## src/rtl/pipe_perf_counter.sv

```systemverilog
// Pipeline performance monitor: saturating run-cycle and per-event counters with
// an optional auto-stop cycle limit and a coherent shadow snapshot readout.
module pipe_perf_counter #(
    parameter int CNT_W      = 32,
    parameter int N_EVT      = 4,
    parameter int MAX_CYCLES = 30,
    parameter int SEL_W      = 4
) (
    input  logic               clk_i,
    input  logic               rst_i,
    input  logic               start_i,
    input  logic               clear_i,
    input  logic [N_EVT-1:0]   evt_i,
    input  logic               snap_req_i,
    input  logic [SEL_W-1:0]   snap_sel_i,
    output logic [CNT_W-1:0]   snap_data_o,
    output logic               snap_valid_o,
    output logic [CNT_W-1:0]   cycle_o,
    output logic               running_o,
    output logic               done_o,
    output logic [N_EVT:0]     sat_o
);

    localparam logic [1:0] ST_IDLE = 2'd0;
    localparam logic [1:0] ST_RUN  = 2'd1;
    localparam logic [1:0] ST_DONE = 2'd2;

    localparam logic [CNT_W-1:0] CNT_MAX = '1;
    // A limit wider than the counter can never be reached; the FSM then stays in RUN.
    localparam bit               LIMIT_ON  = (MAX_CYCLES != 0) && ($clog2(MAX_CYCLES + 1) <= CNT_W);
    localparam logic [CNT_W-1:0] LIMIT_VAL = CNT_W'(MAX_CYCLES);

    // Channel N_EVT is the cycle counter; it shares the event channel datapath.
    logic [CNT_W-1:0] r_cnt      [0:N_EVT];
    logic [CNT_W-1:0] r_shadow   [0:N_EVT];
    logic [CNT_W-1:0] w_cnt_next [0:N_EVT];
    logic [N_EVT:0]   r_sat;
    logic [N_EVT:0]   w_sat_next;
    logic [N_EVT:0]   w_inc;
    logic [N_EVT:0]   w_at_max;
    logic [1:0]       r_state;
    logic [1:0]       w_state_next;
    logic             r_valid;
    logic             w_count;

    assign w_count = (r_state == ST_RUN);

    generate
        for (genvar gi = 0; gi <= N_EVT; gi++) begin : g_chan
            if (gi < N_EVT) begin : g_evt
                assign w_inc[gi] = evt_i[gi];
            end else begin : g_cyc
                assign w_inc[gi] = 1'b1;
            end
            assign w_at_max[gi]   = (r_cnt[gi] == CNT_MAX);
            assign w_cnt_next[gi] = (w_count && w_inc[gi] && !w_at_max[gi]) ?
                                    r_cnt[gi] + CNT_W'(1) : r_cnt[gi];
            assign w_sat_next[gi] = r_sat[gi] | (w_count & w_inc[gi] & w_at_max[gi]);
        end
    endgenerate

    always_comb begin
        w_state_next = r_state;
        case (r_state)
            ST_IDLE: if (start_i) w_state_next = ST_RUN;
            ST_RUN: begin
                if (LIMIT_ON && (w_cnt_next[N_EVT] == LIMIT_VAL)) w_state_next = ST_DONE;
                else if (!start_i)                                w_state_next = ST_IDLE;
            end
            ST_DONE: w_state_next = ST_DONE;
            default: w_state_next = ST_IDLE;
        endcase
    end

    always_ff @(posedge clk_i or negedge rst_i) begin
        if (!rst_i) begin
            r_state <= ST_IDLE;
            r_valid <= 1'b0;
            r_sat   <= '0;
            for (int i = 0; i <= N_EVT; i++) begin
                r_cnt[i]    <= '0;
                r_shadow[i] <= '0;
            end
        end else if (clear_i) begin
            r_state <= ST_IDLE;
            r_valid <= 1'b0;
            r_sat   <= '0;
            for (int i = 0; i <= N_EVT; i++) begin
                r_cnt[i]    <= '0;
                r_shadow[i] <= '0;
            end
        end else begin
            r_state <= w_state_next;
            r_sat   <= w_sat_next;
            if (snap_req_i) begin
                r_valid <= 1'b1;
                for (int i = 0; i <= N_EVT; i++) r_shadow[i] <= r_cnt[i];
            end
            for (int i = 0; i <= N_EVT; i++) r_cnt[i] <= w_cnt_next[i];
        end
    end

    always_comb begin
        snap_data_o = '0;
        for (int i = 0; i <= N_EVT; i++) begin
            if (snap_sel_i == SEL_W'(i)) snap_data_o = r_shadow[i];
        end
    end

    assign snap_valid_o = r_valid;
    assign cycle_o      = r_cnt[N_EVT];
    assign running_o    = (r_state == ST_RUN);
    assign done_o       = (r_state == ST_DONE);
    assign sat_o        = r_sat;

endmodule

```

## config.mk

```make
export PLATFORM = sky130hd
export DESIGN_NAME = pipe_perf_counter
export DESIGN_NICKNAME = d
export VERILOG_FILES = /design/src/rtl/pipe_perf_counter.sv
export SDC_FILE = /design/constraint.sdc
export NUM_CORES = 1
export LEC_CHECK = 0
export BUFFER_PORTS_ARGS = -buffer_cell sky130_fd_sc_hd__buf_2
export CORE_UTILIZATION = 60
export CTS_CLUSTER_DIAMETER = 30
export DETAILED_ROUTE_END_ITERATION = 10
export GPL_ROUTABILITY_DRIVEN = 0
export GPL_TIMING_DRIVEN = 0
export PLACE_DENSITY_LB_ADDON = 0.25
export SLEW_MARGIN = 5
export SYNTH_ARGS = -nofsm -noshare
export SYNTH_HDL_FRONTEND = slang
export SYNTH_SLANG_ARGS = --single-unit
```

## constraint.sdc

```tcl
create_clock -name clk_i -period 7.4 [get_ports clk_i]
set_clock_uncertainty 0.15 [all_clocks]
set_input_delay 0 -clock clk_i [delete_from_list [all_inputs] [get_ports clk_i]]
set_output_delay 0 -clock clk_i [all_outputs]
set_load 0.01 [all_outputs]
```

==> flow_metrics.py <==
metrics = {
    "finish": {
        "final-seq-area_mm2": 0.00821,
        "drive_gt1_share_pct": 15.6,
        "most-common-layout-cells": "nor2_1 (354), dfrtp_1 (328), mux2i_1 (161)",
        "layout_commonest_cell": "nor2_1",
        "stdcell_area_mm2": 0.0197,
        "nets": 1821,
        "multi_input_area_mm2": 0.00753,
        "area_growth_pct": 20.5,
        "fill_cells": 1869,
        "stdcell_count": 2202,
    },
    "power_and_ir_drop": {
        "p_leak_nw": 9.36,
        "ir_worst_vdd_v": 0.000232,
        "power_density_mw_per_mm2": 255,
    },
    "worst_setup_path": {
        "regToRegSetupSlack_ps": 3670,
        "cp-startpoint": "cycle_o[0]$_DFF_PN0_",
        "rr_endpoint": "r_state[0]$_DFFE_PN0P_",
        "timing.rr.start": "cycle_o[0]$_DFF_PN0_",
        "cp_max_fo": 10,
        "arrival_ps": 4020,
        "worstSetupPathType": "flip-flop to flip-flop",
        "end_kind": "flip-flop",
        "crit_path_start_kind": "flip-flop",
        "reg2reg_depth": 10,
        "setup.worst_path.end": "r_state[0]$_DFFE_PN0P_",
        "required_ps": 7690,
    },
    "synthesis": {
        "synth_edf_count": 0,
        "yosys_warnings": 0,
        "synthArstFlopShare_pct": 100,
        "synth_top_area_share_pct": 50.2,
        "syn_avg_cell_area_um2": 9.98,
        "syn_inst": 1640,
        "yosysTopAreaCell": "dfrtp_1",
        "syn-num-nets": 1658,
        "synth_cell_types": 59,
        "synth_area_leaders": "dfrtp_1 (50%), mux2i_1 (9.9%), nor2_1 (8.1%)",
        "yosysSeqAreaShare_pct": 50.2,
        "synth_seq_cells": 328,
        "ys.flop_type": "dfrtp_1",
        "netlist_area_mm2": 0.0164,
    },
    "timing": {
        "period_share_pct": 50.4,
        "setup_viol": 0,
        "hold_viol": 0,
        "tns_ps": 0,
        "slew_headroom_pct": 24.2,
        "drv_slew": 0,
        "tightest_slew_ps": 1130,
        "max_freq_mhz": 268,
        "min_period_ps": 3730,
        "rsz0062_at_grt": "false",
    },
    "die": {
        "row_count": 60,
        "fp.dieH_um": 167,
        "core_area_mm2": 0.0269,
        "fp.dieW_um": 167,
        "initial_utilization_pct": 60.9,
        "ios": 85,
        "dieArea_mm2": 0.0279,
    },
    "routing": {
        "routed_via_density": 6.15,
        "post_drt_wl_per_cell_um": 21.6,
        "vias": 13500,
        "drc_errors": 0,
        "drt_iter0_drc": 1385,
        "dr.pass1.iters": 8,
        "detail-route-antenna-nets": 0,
        "routed_wl_um": 47500,
    },
    "clock_tree": {
        "cts_made_buffers": 68,
        "htreeDepth": 3,
        "path_clk_slew_ps": 50,
        "cts_resized": 0,
        "cts.path.max_buffers": 3,
        "cts.sinks": 328,
        "cts-root-buf": "clkbuf_16",
        "clock_latency_ps": 570,
        "post_cts.repair.setup_buffers": 0,
        "cts_tree": "yes",
    },
    "placed_design": {
        "port_buffers": 81,
        "dp_hpwl_um": 32200,
        "placed_cell_area_mm2": 0.0173,
        "dp_cells": 2065,
    },
    "worst_hold_path": {
        "min_from": "start_i",
        "worstHoldPathType": "primary input to flip-flop",
    },
    "grt": {
        "grt_first_pass_wirelength_um": 74300,
        "grt.overflow.total": 0,
        "grt_usage_pct": 34.6,
        "antenna_found_initial": 4,
        "grt_max_degree": 113,
        "grt_pass1_vias": 13300,
    },
    "run_status": {
        "status": "complete, no violations",
    },
    "run": {
        "max-cap-violations": 0,
    },
}
worst max-delay path: stages (launching register included):
cell and delay (ps):
dfrtp_1 570, ha_1 310, nand2_1 130, or4_1 520
buf_2 200, o31ai_2 650, nor4_1 200, nor4_1 380
o2111ai_1 160, nor4_1 220, a21oi_1 100
stage by stage:
| step | setup slack (ps) | total power, mW | hold WS [ps] | util, % |
|---|---|---|---|---|
| 2_1_floorplan | 4300 | 1.92 | -446 | - |
| 3_3_place_gp | 5.43 | 2.00 | 73.6 | 64.0 |
| 3_5_place_dp | 3730 | 2.01 | -185 | 64.3 |
| 4_1_cts | 3720 | 5.04 | 48.6 | 73.3 |
| 5_1_grt | 3400 | 5.15 | 87.8 | 73.4 |
| 6_report | 3670 | 5.03 | 57.0 | 73.4 |
how the worst min path moves through the flow:
stage                             endpoint  slack [ps]  cells past startpoint
finish              r_state[0]$_DFFE_PN0P_          60                      4
global route        r_state[0]$_DFFE_PN0P_          90                      4
CTS                 r_state[0]$_DFFE_PN0P_          50                      4
detailed placement   r_cnt[50]$_DFFE_PN0P_        -190                      1
global placement    r_state[0]$_DFFE_PN0P_          70                      3
floorplan             cycle_o[0]$_DFF_PN0_        -450                      0
synth_stat cells, types with 2 or more instances:
| library cell | number |
|---|---|
| nor2b_1 | 5 |
| ha_1 | 5 |
| o31a_1 | 2 |
| a31oi_1 | 6 |
| nor4_1 | 13 |
| or4_1 | 5 |
| a21oi_1 | 31 |
| nor3b_1 | 6 |
| or2_2 | 2 |
| buf_2 | 5 |
| xnor2_1 | 52 |
| nor4_2 | 3 |
| mux2_2 | 34 |
| and3_1 | 20 |
| clkbuf_1 | 69 |
| xor2_1 | 95 |
| nor4b_1 | 3 |
| nand4_1 | 48 |
| inv_1 | 9 |
| and4_1 | 24 |
| and2_1 | 8 |
| o21a_1 | 3 |
| buf_4 | 33 |
| o21ai_0 | 13 |
| a21boi_0 | 2 |
| dfrtp_1 | 328 |
| a211oi_1 | 3 |
| o211ai_1 | 4 |
| nand2_1 | 129 |
| nand2b_1 | 2 |
| nor3_1 | 17 |
| nand3_1 | 61 |
| mux2i_1 | 161 |
| a222oi_1 | 32 |
| or3_1 | 17 |
| buf_1 | 14 |
| nor2_1 | 354 |
power by group:
part / total [mW] / leakage [nW] / internal, mW / switching, mW
combinational: 0.180 / 3.67 / 0.0487 / 0.131
sequential: 1.81 / 4.58 / 1.80 / 0.00644
clock: 3.04 / 1.10 / 2.03 / 1.01
total: 5.03 / 9.36 / 3.88 / 1.15
kinds of logic after synthesis:
family | share of synthesized area [%]
AND/OR/NAND/NOR | 20.7
buffers and inverters | 3.83
multiplexers | 12.2
flip-flops | 50.2
XOR/XNOR | 7.87
AO/OA/AOI/OAI | 4.90
adder cells (fa/ha/maj) | 0.382
timing repair:
action                                  CTS  global route
endpoints found under the hold margin   151             0
hold buffers                              9             0
endpoints found under the setup margin    0             0
layout make-up:
cell class | count | area share, %
diodes | 3 | 0.0381
flip-flops and latches | 328 | 41.6
well taps | 341 | 2.16
multi-input cells | 1180 | 38.2
plain buffers | 122 | 2.99
clock inverters | 37 | 2.12
clock buffers | 88 | 9.63
repair buffers | 93 | 3.07
inverters | 10 | 0.190
flip-flops by register name (all words and copies together) (netlist names):
name,flops
cycle_o,32
sat_o,5
r_shadow,160
snap_valid_o,1
r_state,2
r_cnt,128
routing by layer:
| metal | vias to the layer above | track usage [%] | share of wire, % |
|---|---|---|---|
| met5 | - | 0 | 0 |
| met2 | 652 | 54.2 | 47 |
| met1 | 6737 | 45.3 | 40 |
| met3 | 146 | 7.85 | 8.2 |
| li1 | 6012 | - | - |
| met4 | 0 | 18.3 | 5.1 |
(Power assumes the default switching activity.)
